<file path="src/rtl/apb_cmd_master.sv">
// Purpose: turns a valid/ready command stream into single APB transfers, with an ACCESS-phase timeout.
// Latency: command accepted in cycle N -> PSEL in N+1, penable in N+2, rsp_valid in N+3 (zero-wait slave).
// Backpressure: one transfer in flight; cmd_ready stays low from acceptance until the response handshake.
module apb_cmd_master #(
  parameter int ADDR_WIDTH  = 32,
  parameter int DATA_WIDTH  = 32,
  parameter int TIMEOUT_CYC = 16
) (
  input  logic                  PClk,
  input  logic                  PRESETn,
  // command channel
  input  logic                  cmd_valid,
  output logic                  cmd_ready,
  input  logic                  cmd_write,
  input  logic [ADDR_WIDTH-1:0] cmd_addr,
  input  logic [DATA_WIDTH-1:0] cmd_wdata,
  // response channel
  output logic                  rsp_valid,
  input  logic                  rsp_ready,
  output logic [DATA_WIDTH-1:0] rsp_rdata,
  output logic                  rsp_err,
  output logic                  rsp_tmo,
  // APB requester side
  output logic                  PSEL,
  output logic [ADDR_WIDTH-3:0] pAddr,
  output logic                  penable,
  output logic                  PWRite,
  output logic [DATA_WIDTH-1:0] PWDATA,
  input  logic [DATA_WIDTH-1:0] prdata,
  input  logic                  pready,
  input  logic                  pslverr
);

  // Counter holds the number of ACCESS cycles already completed; a width of at
  // least one bit keeps the no-timeout build (TIMEOUT_CYC = 0) legal.
  localparam int CW         = (TIMEOUT_CYC > 0) ? $clog2(TIMEOUT_CYC + 1) : 1;
  localparam int TMO_LAST_I = (TIMEOUT_CYC > 0) ? (TIMEOUT_CYC - 1) : 0;
  localparam logic [CW-1:0] TMO_LAST = TMO_LAST_I[CW-1:0];
  localparam bit TMO_EN = (TIMEOUT_CYC > 0);

  typedef enum logic [1:0] {
    S_IDLE   = 2'd0,
    S_SETUP  = 2'd1,
    S_ACCESS = 2'd2,
    S_RESP   = 2'd3
  } state_e;

  state_e                  state_q, state_d;
  logic [CW-1:0]           cnt_q, cnt_d;
  logic                    cmd_ready_q, cmd_ready_d;
  logic                    psel_q, psel_d;
  logic                    penable_q, penable_d;
  logic                    pwrite_q, pwrite_d;
  logic [ADDR_WIDTH-3:0]   paddr_q, paddr_d;
  logic [DATA_WIDTH-1:0]   pwdata_q, pwdata_d;
  logic                    rsp_valid_q, rsp_valid_d;
  logic [DATA_WIDTH-1:0]   rsp_rdata_q, rsp_rdata_d;
  logic                    rsp_err_q, rsp_err_d;
  logic                    rsp_tmo_q, rsp_tmo_d;

  // Byte-lane bits of the command address carry no meaning on a word bus.
  logic addr_lsb_unused;
  assign addr_lsb_unused = ^cmd_addr[1:0];

  // Next-state logic; every output is derived from the next state so it leaves a flop.
  always_comb begin
    state_d     = state_q;
    cnt_d       = cnt_q;
    pwrite_d    = pwrite_q;
    paddr_d     = paddr_q;
    pwdata_d    = pwdata_q;
    rsp_rdata_d = rsp_rdata_q;
    rsp_err_d   = rsp_err_q;
    rsp_tmo_d   = rsp_tmo_q;

    unique case (state_q)
      S_IDLE: begin
        // cmd_ready_q is low for the first cycle after reset, so nothing is taken then.
        if (cmd_ready_q && cmd_valid) begin
          pwrite_d = cmd_write;
          paddr_d  = cmd_addr[ADDR_WIDTH-1:2];
          pwdata_d = cmd_wdata;
          cnt_d    = '0;
          state_d  = S_SETUP;
        end
      end
      S_SETUP: begin
        state_d = S_ACCESS;
      end
      S_ACCESS: begin
        cnt_d = cnt_q + 1'b1;
        if (pready) begin
          // A completing slave beats a simultaneous timeout.
          rsp_rdata_d = pwrite_q ? '0 : prdata;
          rsp_err_d   = pslverr;
          rsp_tmo_d   = 1'b0;
          state_d     = S_RESP;
        end else if (TMO_EN && (cnt_q == TMO_LAST)) begin
          rsp_rdata_d = '0;
          rsp_err_d   = 1'b1;
          rsp_tmo_d   = 1'b1;
          state_d     = S_RESP;
        end
      end
      S_RESP: begin
        if (rsp_ready) begin
          state_d = S_IDLE;
        end
      end
      default: begin
        state_d = S_IDLE;
      end
    endcase

    cmd_ready_d = (state_d == S_IDLE);
    psel_d      = (state_d == S_SETUP) || (state_d == S_ACCESS);
    penable_d   = (state_d == S_ACCESS);
    rsp_valid_d = (state_d == S_RESP);
  end

  // State and output registers with synchronous active-low reset.
  always_ff @(posedge PClk) begin
    if (!PRESETn) begin
      state_q     <= S_IDLE;
      cnt_q       <= '0;
      cmd_ready_q <= 1'b0;
      psel_q      <= 1'b0;
      penable_q   <= 1'b0;
      pwrite_q    <= 1'b0;
      paddr_q     <= '0;
      pwdata_q    <= '0;
      rsp_valid_q <= 1'b0;
      rsp_rdata_q <= '0;
      rsp_err_q   <= 1'b0;
      rsp_tmo_q   <= 1'b0;
    end else begin
      state_q     <= state_d;
      cnt_q       <= cnt_d;
      cmd_ready_q <= cmd_ready_d;
      psel_q      <= psel_d;
      penable_q   <= penable_d;
      pwrite_q    <= pwrite_d;
      paddr_q     <= paddr_d;
      pwdata_q    <= pwdata_d;
      rsp_valid_q <= rsp_valid_d;
      rsp_rdata_q <= rsp_rdata_d;
      rsp_err_q   <= rsp_err_d;
      rsp_tmo_q   <= rsp_tmo_d;
    end
  end

  assign cmd_ready = cmd_ready_q;
  assign PSEL      = psel_q;
  assign penable   = penable_q;
  assign PWRite    = pwrite_q;
  assign pAddr     = paddr_q;
  assign PWDATA    = pwdata_q;
  assign rsp_valid = rsp_valid_q;
  assign rsp_rdata = rsp_rdata_q;
  assign rsp_err   = rsp_err_q;
  assign rsp_tmo   = rsp_tmo_q;

endmodule

</file>
<file path="config.mk">
export PLATFORM = sky130hd
export DESIGN_NAME = apb_cmd_master
export DESIGN_NICKNAME = d
export VERILOG_FILES = /design/src/rtl/apb_cmd_master.sv
export SDC_FILE = /design/constraint.sdc
export NUM_CORES = 1
export LEC_CHECK = 0
export CAP_MARGIN = 10
export CORE_MARGIN = 2
export CORE_UTILIZATION = 41
export DETAILED_ROUTE_END_ITERATION = 12
export HOLD_SLACK_MARGIN = 0.1
export PLACE_DENSITY = 0.83
export SYNTH_ARGS = -nofsm -noshare
export SYNTH_HDL_FRONTEND = slang
export SYNTH_SLANG_ARGS = --single-unit
export TNS_END_PERCENT = 1
</file>
<file path="constraint.sdc">
create_clock -name PClk -period 2.1 [get_ports PClk]
set_input_delay 0.21 -clock PClk [delete_from_list [all_inputs] [get_ports PClk]]
set_output_delay 0.21 -clock PClk [all_outputs]
set_load 0.1 [all_outputs]
</file>
* Yosys cells after proc, flatten, opt, wreduce, memory -nomap -nowiden
Index checks and enable logic that the tools add are counted.
** Storage, ports and cells
- Output and inout port bits :: 101
- Input port bits :: 103
- Logic and storage cells :: 43
- Bits in registers :: 108
** Cells by class
- Add/subtract/negate cells :: 1
- Reductions and logical operators :: 9
- Mux-type cells :: 13
- Eq/ne operators :: 8
** Operators with widths (count)
- two-way mux 32 bit :: 3
- one-hot mux 5 bit (2 select lines) :: 1
- equality test 2 bit, second input constant :: 4
- two-way mux 2 bit :: 4
- one-hot mux 2 bit (4 select lines) :: 1
- AND reduction 2 bit :: 3
- adder 5 x 1 -> 5 bit, second input constant :: 1
- equality test 5 x 4 -> 1 bit, second input constant :: 1
- two-way mux 5 bit :: 1
- equality test 2 x 1 -> 1 bit, second input constant :: 2
- logical NOT 2 bit :: 2
- nonzero test 2 bit :: 2
- two-way mux 1 bit :: 3
- inequality test 2 bit, second input constant :: 1
- logical AND 1 bit :: 1
- logical OR 1 bit :: 1

* Depth between registers and ports, before layout
Gate-level depths: netlist (run 1).
- Depth in word-level cells :: 6
- Gate-level depth with buffers :: 8
- Depth with buffers taken out :: 8

* Worst setup path after synthesis (run 1)
OpenSTA, ideal clock, no wires.
- Path type :: register to register
- Start point :: register cmd_ready_q, in the netlist cmd_ready
- End point :: register psel_q, in the netlist PSEL
- Buffers on the path :: 1
- Cell stages (with the launch flop) :: 7
- Required time :: 1.985 ns
- Clock period less this slack :: 2.053 ns
- Library setup time :: 0.115 ns
- Arrival time :: 1.939 ns
- Path slack :: 0.047 ns
- Path through :: dfxtp_1 -> nand4bb_1 -> buf_6 -> o221ai_2 -> inv_1 -> ha_1 -> and2_1
** Between the ends
- Longest elaborated chain between the ends :: 5
- Elaborated cells between the ends (all ways) :: 6
- Classes of those cells :: eq/ne: 2; mux: 2; reduce/logical: 2
** Ends and longest elaborated chain
- start: declaration :: line 50 : logic cmd_ready_q, cmd_ready_d;
- start signal: assignment :: line 139 : cmd_ready_q <= cmd_ready_d;
- logical AND 1 bit (*) :: line 79 : if (cmd_ready_q && cmd_valid) begin
- two-way mux 2 bit (*) :: line 79
- one-hot mux 2 bit (4 select lines) (*) :: line 76 : unique case (state_q)
- via state_d[0] :: line 48 : state_e state_q, state_d;
- equality test 2 x 1 -> 1 bit or equality test 2 bit (tied branches) :: line 116 : psel_d = (state_d == S_SETUP) || (state_d == S_ACCESS);
- logical OR 1 bit (*) :: line 116
- via psel_d :: line 51 : logic psel_q, psel_d;
- end signal: assignment :: line 140 : psel_q <= psel_d;
- end: declaration :: line 51
The timed path passes the listed nets; every way through them passes the cells marked *.
A chain may end at the register's enable or synchronous reset.

* Final worst setup path (run 1)
- Start point :: register cnt_q[0]
- End point :: register psel_q, in the netlist PSEL
** Between the ends
- Longest elaborated chain between the ends :: 6
- Elaborated cells between the ends (all ways) :: 7
- Classes of those cells :: eq/ne: 3; mux: 3; reduce/logical: 1
** Ends and longest elaborated chain
- start: declaration :: line 49 : logic [CW-1:0] cnt_q, cnt_d;
- start signal: assignment :: line 138 : cnt_q <= cnt_d;
- equality test 5 x 4 -> 1 bit (*) :: line 98 : end else if (TMO_EN && (cnt_q == TMO_LAST)) begin
- two-way mux 2 bit (*) :: line 98
- two-way mux 2 bit (*) :: line 92 : if (pready) begin
- one-hot mux 2 bit (4 select lines) (*) :: line 76
- via state_d[0] :: line 48
- equality test 2 x 1 -> 1 bit or equality test 2 bit (tied branches) :: line 116
- logical OR 1 bit (*) :: line 116
- via psel_d :: line 51
Marked as above.

==> metrics.log, run 1 <==
[metrics] worst clock skew on the final layout: 0.0174 ns
[metrics] total DRC errors in the routed layout: 0
[metrics] number of setup violations in the final report: 0
[metrics] global-route usage over all layers: 0.199
[metrics] Hold-fix buffers, CTS: 0
[metrics] path length in cells of the critical path: 8
[metrics] Area after DPL: 6200 um^2
[metrics] number of antenna violations at the first check in global routing: 0
[metrics] Synth Cell Area: 4360 um^2
[metrics] initial cell density of the core: 0.422
[metrics] average vias per placed instance: 5.03
[metrics] remaining antenna violation count after routing: 0
[metrics] Synth area leader: dfxtp_1
[metrics] number of clock sinks: 108
[metrics] via count of the first global-routing pass: 3841
[metrics] setup TNS: 0 ns
[metrics] launching element type of the critical path: flop
[metrics] crit path setup slack, layout: 0.228 ns
[metrics] transition time at the pin with the least slew margin: 0.512 ns
[metrics] Clock transition at path regs: 0.10 ns
[metrics] crit-path cells: ha_1, and3_1, ha_1, nor2_4, o221ai_2, inv_1, ha_1, and2_1
[metrics] IR Drop Worst-Case VDD: 0.500 mV
[metrics] data required time at the worst endpoint: 2.36 ns
[metrics] last weighted congestion value of the routability-driven placer: 0.770
[metrics] prevailing post-synth register cell: dfxtp_1
[metrics] final instance area: 6390 um^2
[metrics] core area: 10300 um^2
[metrics] post-synthesis sequential area ratio: 0.496
[metrics] maximum buffer depth of the clock tree: 2
[metrics] vertical extent of the die: 107 um
[metrics] violation count after the first detailed-route iteration: 231
[metrics] top cells by area in the synthesized netlist: dfxtp_1, a21boi_1, nand2_1
[metrics] drt pass-1 iters: 4
[metrics] end of the worst register-to-register path: PSEL
[metrics] Worst Setup SP: cnt_q[0]
[metrics] post-CTS setup buffer count: 0
[metrics] placed insts: 787
[metrics] overall die width: 107 um
[metrics] peak clock frequency supported by timing: 534 MHz
[metrics] EDFF count, synth: 0
[metrics] sum of buffers and inverters on the critical path: 1
[metrics] async set or reset register ratio after synthesis: 0
[metrics] Slowest cell on crit path: dfxtp_1
[metrics] setup repair after global routing missed its margin: false
[metrics] static power due to leakage: 0.00251 uW
[metrics] reg2reg start: cnt_q[0]
[metrics] TritonCTS clock tree: done
[metrics] startpoint-to-endpoint class of the critical path: flop to flop
[metrics] post-layout instance count excluding filler cells: 803
[metrics] final hold vios: 0
[metrics] top-level port count: 204
[metrics] CTS root buffer: clkbuf_8
[metrics] wire length reported by the detailed router: 11.6 mm
[metrics] Synthesis Warnings: 0
[metrics] largest net degree at the start of global routing: 48
[metrics] data arrival time of the critical path: 2.13 ns
[metrics] share of cells above drive strength 1: 0.201
[metrics] post-synthesis average cell area: 9.05 um^2
[metrics] final count of pins violating max slew: 0
[metrics] final critical-path required period: 1.87 ns
[metrics] clk_lat worst skew: 0.36 ns
[metrics] Nets: 770
[metrics] worst slew margin relative to its limit: 0.659
[metrics] share of the clock period used by the worst path: 0.891
[metrics] signed area change from the synthesized netlist to the final layout: 46.5%
[metrics] endpoint class of the critical path: flop
[metrics] first-pass GRT wire length: 18.7 mm
[metrics] total of cells resized after clock tree synthesis: 0
[metrics] Antenna Cells: 0
[metrics] worst slack after detailed placement: 0.264 ns
[metrics] total power per unit cell area: 774 nW/um^2
[metrics] placement row count: 37
[metrics] gate family responsible for the most delay along the worst path: adder cells
[metrics] r2r setup slk: 0.23 ns
[metrics] number of buffers created by CTS: 9
[metrics] outcome: finished, final reports clean
[metrics] Worst Hold Class: input pin to flop
[metrics] cell count of the worst reg-to-reg path: 8
[metrics] I/O Buffers: 201
[metrics] most used cell, CP: ha_1
[metrics] Post-DP HPWL: 8.10 mm
[metrics] synthesized flop and latch total: 108
[metrics] number of H-tree levels: 3
[metrics] core occupancy in the finished layout: 0.619
[metrics] number of distinct library cell variants in the gate-level netlist after synthesis: 34
[metrics] instance count of the mapped netlist: 482
[metrics] Setup crit end: PSEL
[metrics] wire length per cell after detailed routing: 14.5 um
[metrics] syn nets: 590
[metrics] vias after detailed routing: 4036
[metrics] largest incremental delay on the critical path: 0.39 ns
[metrics] max-capacitance violation count: 0
[metrics] overflow left after global routing: 0
[metrics] die area: 11500 um^2
[metrics] top cell type's share of synthesized area: 0.496
[metrics] CP Max Fanout: 4
[state kept, by name, summed over array words and instances, names as in the netlist]
name       flops
pAddr         30
PWRite         1
rsp_rdata     32
rsp_err        1
cmd_ready      1
state_q        2
rsp_valid      1
PWDATA        32
cnt_q          5
rsp_tmo        1
PSEL           1
penable        1
[report_power, final]
group	internal (uW)	switching (uW)	total (uW)
Sequential	2160	60.4	2220
Combinational	449	1080	1530
Clock	505	695	1200
Total	3110	1840	4950
[final cells by class]
type / instances / area (um^2)
fill: 879 / 3940
sequential: 108 / 2160
multi-input combinational: 327 / 1960
timing repair buffer: 213 / 1890
tap: 136 / 170
clock buffer: 12 / 155
clock inverter: 4 / 33.8
inverter: 3 / 11.3
[how the worst min path moves through the flow]
stage                 startpoint          to  slack, ns  cells after the start
floorplan           cmd_wdata[0]   PWDATA[0]       0.34                      2
global placement      PWDATA[25]  PWDATA[25]       0.44                      2
detailed placement     PWDATA[0]   PWDATA[0]       0.45                      2
CTS                      PRESETn    cnt_q[4]       0.34                      2
global route             PRESETn    cnt_q[4]       0.37                      2
finish                   PRESETn    cnt_q[4]       0.35                      2
[per-stage QoR]
step / total power (uW) / hold WS [ns]
after CTS: 5000 / 0.344
after global routing: 5170 / 0.370
after floorplan: 3360 / 0.345
after global placement: 3770 / 0.441
after detailed placement: 3800 / 0.445
final: 4950 / 0.350
[synthesized netlist by cell type (all sizes together) (2+ instances only)]
cell,n
a21boi,96
and2,6
buf,24
clkbuf,20
dfxtp,108
ha,5
inv,3
nand2,129
nand2b,2
nand3,3
nand4b,32
nor2,4
o21ai,34
[worst reg2reg max path: stages, from the launching register on]
cell and delay [ns]:
dfxtp_1 0.39, ha_1 0.21, and3_1 0.17, ha_1 0.21, nor2_4 0.05, o221ai_2 0.20, inv_1 0.11, ha_1 0.29
and2_1 0.15
[cells by family (layout without fill, tap and decap cells)]
kind of cell | after synthesis | after routing | synth area share
AOI/OAI and AO/OA | 137 | 137 | 0.219
buffers and inverters | 47 | 232 | 0.0582
muxes | 1 | 1 | 0.00229
DFF | 108 | 108 | 0.496
adders and majority gates | 5 | 5 | 0.0143
and+or+nand+nor | 184 | 184 | 0.210
[cell usage in the layout (no fill, tap or decap), types with 2 or more instances in the layout]
| cell | netlist | routed |
|---|---|---|
| nand2_1 | 129 | 129 |
| buf_4 | 2 | 109 |
| dfxtp_1 | 108 | 108 |
| clkdlybuf4s50_1 | 0 | 99 |
| a21boi_1 | 71 | 71 |
| o21ai_0 | 34 | 34 |
| nand4b_1 | 32 | 32 |
| a21boi_0 | 25 | 25 |
| clkbuf_8 | 0 | 11 |
| and2_1 | 6 | 6 |
| ha_1 | 5 | 5 |
| buf_12 | 0 | 4 |
| nand3_1 | 3 | 3 |
| inv_1 | 3 | 3 |
| nor2_1 | 3 | 3 |
| clkinv_4 | 0 | 3 |
| nand2b_1 | 2 | 2 |
[layer usage]
layer | GRT usage | vias up | wire [um]
met5 | 0 | - | 0
met4 | 0.0724 | 0 | 225
met3 | 0.0383 | 18 | 672
met2 | 0.340 | 135 | 5830
met1 | 0.249 | 1892 | 4910
li1 | - | 1991 | -
Note: power is estimated with default switching activity, not from simulation.
==> inputs of run 2 (changes only) <==
==> constraint.sdc (replaced) <==
create_clock -name PClk -period 2.1 [get_ports PClk]
set_input_delay 0.21 -clock PClk [delete_from_list [all_inputs] [get_ports PClk]]
set_output_delay 0.21 -clock PClk [all_outputs]
set_load 0.005 [all_outputs]
==> run 2 against run 1 <==
Final cell count is 0.12% higher. Largest cell class unchanged. Global-route usage is 1.0 points higher. Sequential cell count stayed put. Fmax is 1.2% higher. Critical path type unchanged. Critical endpoint is now rsp_err. Die area stayed put.
==> metrics.log, run 2 (same netlist as run 1, synthesis figures left out) <==
[metrics] outcome: finished, final reports clean (unchanged)
[metrics] worst clock skew on the final layout: 0.0153 ns (was 0.0174 ns)
[metrics] largest net degree at the start of global routing: 48 (unchanged)
[metrics] # fillers: 825 (was 879)
[metrics] Worst Hold Class: input pin to flop (unchanged)
[metrics] wire length per cell after detailed routing: 15.3 um (was 14.5 um)
[metrics] Hold-fix buffers, CTS: 0 (unchanged)
[metrics] final hold vios: 0 (unchanged)
[metrics] transition time at the pin with the least slew margin: 0.559 ns (was 0.512 ns)
[metrics] violation count after the first detailed-route iteration: 186 (was 231)
[metrics] I/O Buffers: 201 (unchanged)
[metrics] number of clock sinks: 108 (unchanged)
[metrics] data required time at the worst endpoint: 2.36 ns (about the same)
[metrics] via count of the first global-routing pass: 4038 (was 3841)
[metrics] number of setup violations in the final report: 0 (unchanged)
[metrics] peak clock frequency supported by timing: 541 MHz (was 534 MHz)
[metrics] CP Max Fanout: 33 (was 4)
[metrics] IR Drop Worst-Case VDD: 0.451 mV (was 0.500 mV)
[metrics] final count of pins violating max slew: 0 (unchanged)
[metrics] worst slew margin relative to its limit: 0.628 (was 0.659)
[metrics] max-capacitance violation count: 0 (unchanged)
[metrics] signed area change from the synthesized netlist to the final layout: 52.7% (was 46.5%)
[metrics] TritonCTS clock tree: done (unchanged)
[metrics] number of antenna violations at the first check in global routing: 0 (unchanged)
[metrics] placement row count: 37 (unchanged)
[metrics] launching element type of the critical path: flop (unchanged)
[metrics] initial cell density of the core: 0.422 (unchanged)
[metrics] most frequent cells in the layout: clkdlybuf4s50_1, nand2_1, dfxtp_1 (was nand2_1, buf_4, dfxtp_1)
[metrics] endpoint class of the critical path: flop (unchanged)
[metrics] first-pass GRT wire length: 19.5 mm (was 18.7 mm)
[metrics] maximum buffer depth of the clock tree: 2 (unchanged)
[metrics] share of the clock period used by the worst path: 0.880 (was 0.891)
[metrics] Clock transition at path regs: 0.11 ns (was 0.10 ns)
[metrics] number of H-tree levels: 3 (unchanged)
[metrics] core area: 10300 um^2 (unchanged)
[metrics] wire length reported by the detailed router: 12.3 mm (was 11.6 mm)
[metrics] startpoint-to-endpoint class of the critical path: flop to flop (unchanged)
[metrics] final critical-path required period: 1.85 ns (was 1.87 ns)
[metrics] clk_lat worst skew: 0.35 ns (was 0.36 ns)
[metrics] vias after detailed routing: 4117 (was 4036)
[metrics] setup repair after global routing missed its margin: false (unchanged)
[metrics] remaining antenna violation count after routing: 0 (unchanged)
[metrics] die area: 11500 um^2 (unchanged)
[metrics] top-level port count: 204 (unchanged)
[metrics] last weighted congestion value of the routability-driven placer: 0.796 (was 0.770)
[metrics] CTS root buffer: clkbuf_8 (unchanged)
[metrics] drt pass-1 iters: 5 (was 4)
[metrics] total of cells resized after clock tree synthesis: 0 (unchanged)
[metrics] Nets: 771 (was 770)
[metrics] Post-DP HPWL: 8.64 mm (was 8.10 mm)
[metrics] total DRC errors in the routed layout: 0 (unchanged)
[metrics] most common library cell in the layout ignoring fill and taps: clkdlybuf4s50_1 (was nand2_1)
[metrics] static power due to leakage: 0.00233 uW (was 0.00251 uW)
[metrics] overflow left after global routing: 0 (unchanged)
[metrics] global-route usage over all layers: 0.209 (was 0.199)
[metrics] overall die width: 107 um (unchanged)
[metrics] share of cells above drive strength 1: 0.0509 (was 0.201)
[metrics] post-CTS setup buffer count: 0 (unchanged)
[metrics] setup TNS: 0 ns (unchanged)
[metrics] vertical extent of the die: 107 um (unchanged)
[metrics] data arrival time of the critical path: 2.11 ns (was 2.13 ns)
[metrics] average vias per placed instance: 5.12 (was 5.03)
[metrics] total power per unit cell area: 667 nW/um^2 (was 774 nW/um^2)
[metrics] Antenna Cells: 0 (unchanged)
[metrics] number of buffers created by CTS: 9 (unchanged)
[metrics] core occupancy in the finished layout: 0.645 (was 0.619)
## run 2: changes by cell type in the layout (fill, tap and decap cells not counted)
cell             delta
clkinvlp_4          -1
inv_8               +1
bufinv_16           +2
buf_12              -2
clkbuf_8            -2
clkdlybuf4s50_1   +101
buf_4              -98
## run 2: power breakdown
part / switching [uW] / internal (uW)
registers: 59.9 / 2160
clock network: 711 / 688
logic: 341 / 483
total: 1110 / 3330
## run 2: final timing paths
path	startpoint	end	slack (ns)	cells after the start
setup reg to reg	cnt_q[0]	rsp_err	0.25	7
hold / removal	PRESETn	cnt_q[2]	0.37	2
setup / recovery	cnt_q[0]	rsp_err	0.25	7
hold reg to reg	pAddr[22]	pAddr[22]	0.45	2
## run 2: stage by stage
stage / hold WS, ns / power (uW) / setup slack, ns / std cells / instance area [um^2]
after floorplan: 0.345 / 2610 / 0.388 / 482 / 4360
after global placement: 0.440 / 3060 / 0.320 / 788 / 6430
after detailed placement: 0.444 / 3090 / 0.251 / 788 / 6430
after CTS: 0.366 / 4500 / 0.260 / 804 / 6660
after global routing: 0.376 / 4650 / 0.0986 / 804 / 6660
final: 0.374 / 4440 / 0.251 / 804 / 6660
## run 2: area by class of cell
class | instances | area, um^2 | area share
sequential | 108 | 2160 | 0.325
timing repair buffer | 214 | 2130 | 0.320
multi-input combinational | 327 | 1960 | 0.295
tap | 136 | 170 | 0.0255
clock buffer | 10 | 128 | 0.0192
clock inverter | 6 | 97.6 | 0.0147
inverter | 3 | 11.3 | 0.00169
## run 2: worst max-delay path, cell delays in order, from the launching register on
cell and delay (ns):
dfxtp_1 0.35, ha_1 0.24, and3_1 0.19, ha_1 0.22, nor2_4 0.11, buf_4 0.31, nor2_1 0.08, o221a_2 0.27
## run 2: routing by layer
metal / global-route usage / wire, um / up-vias
met5: 0 / 0 / -
met3: 0.0426 / 801 / 24
met1: 0.247 / 4990 / 1935
met4: 0.0974 / 374 / 0
met2: 0.363 / 6170 / 163
li1: - / - / 1995
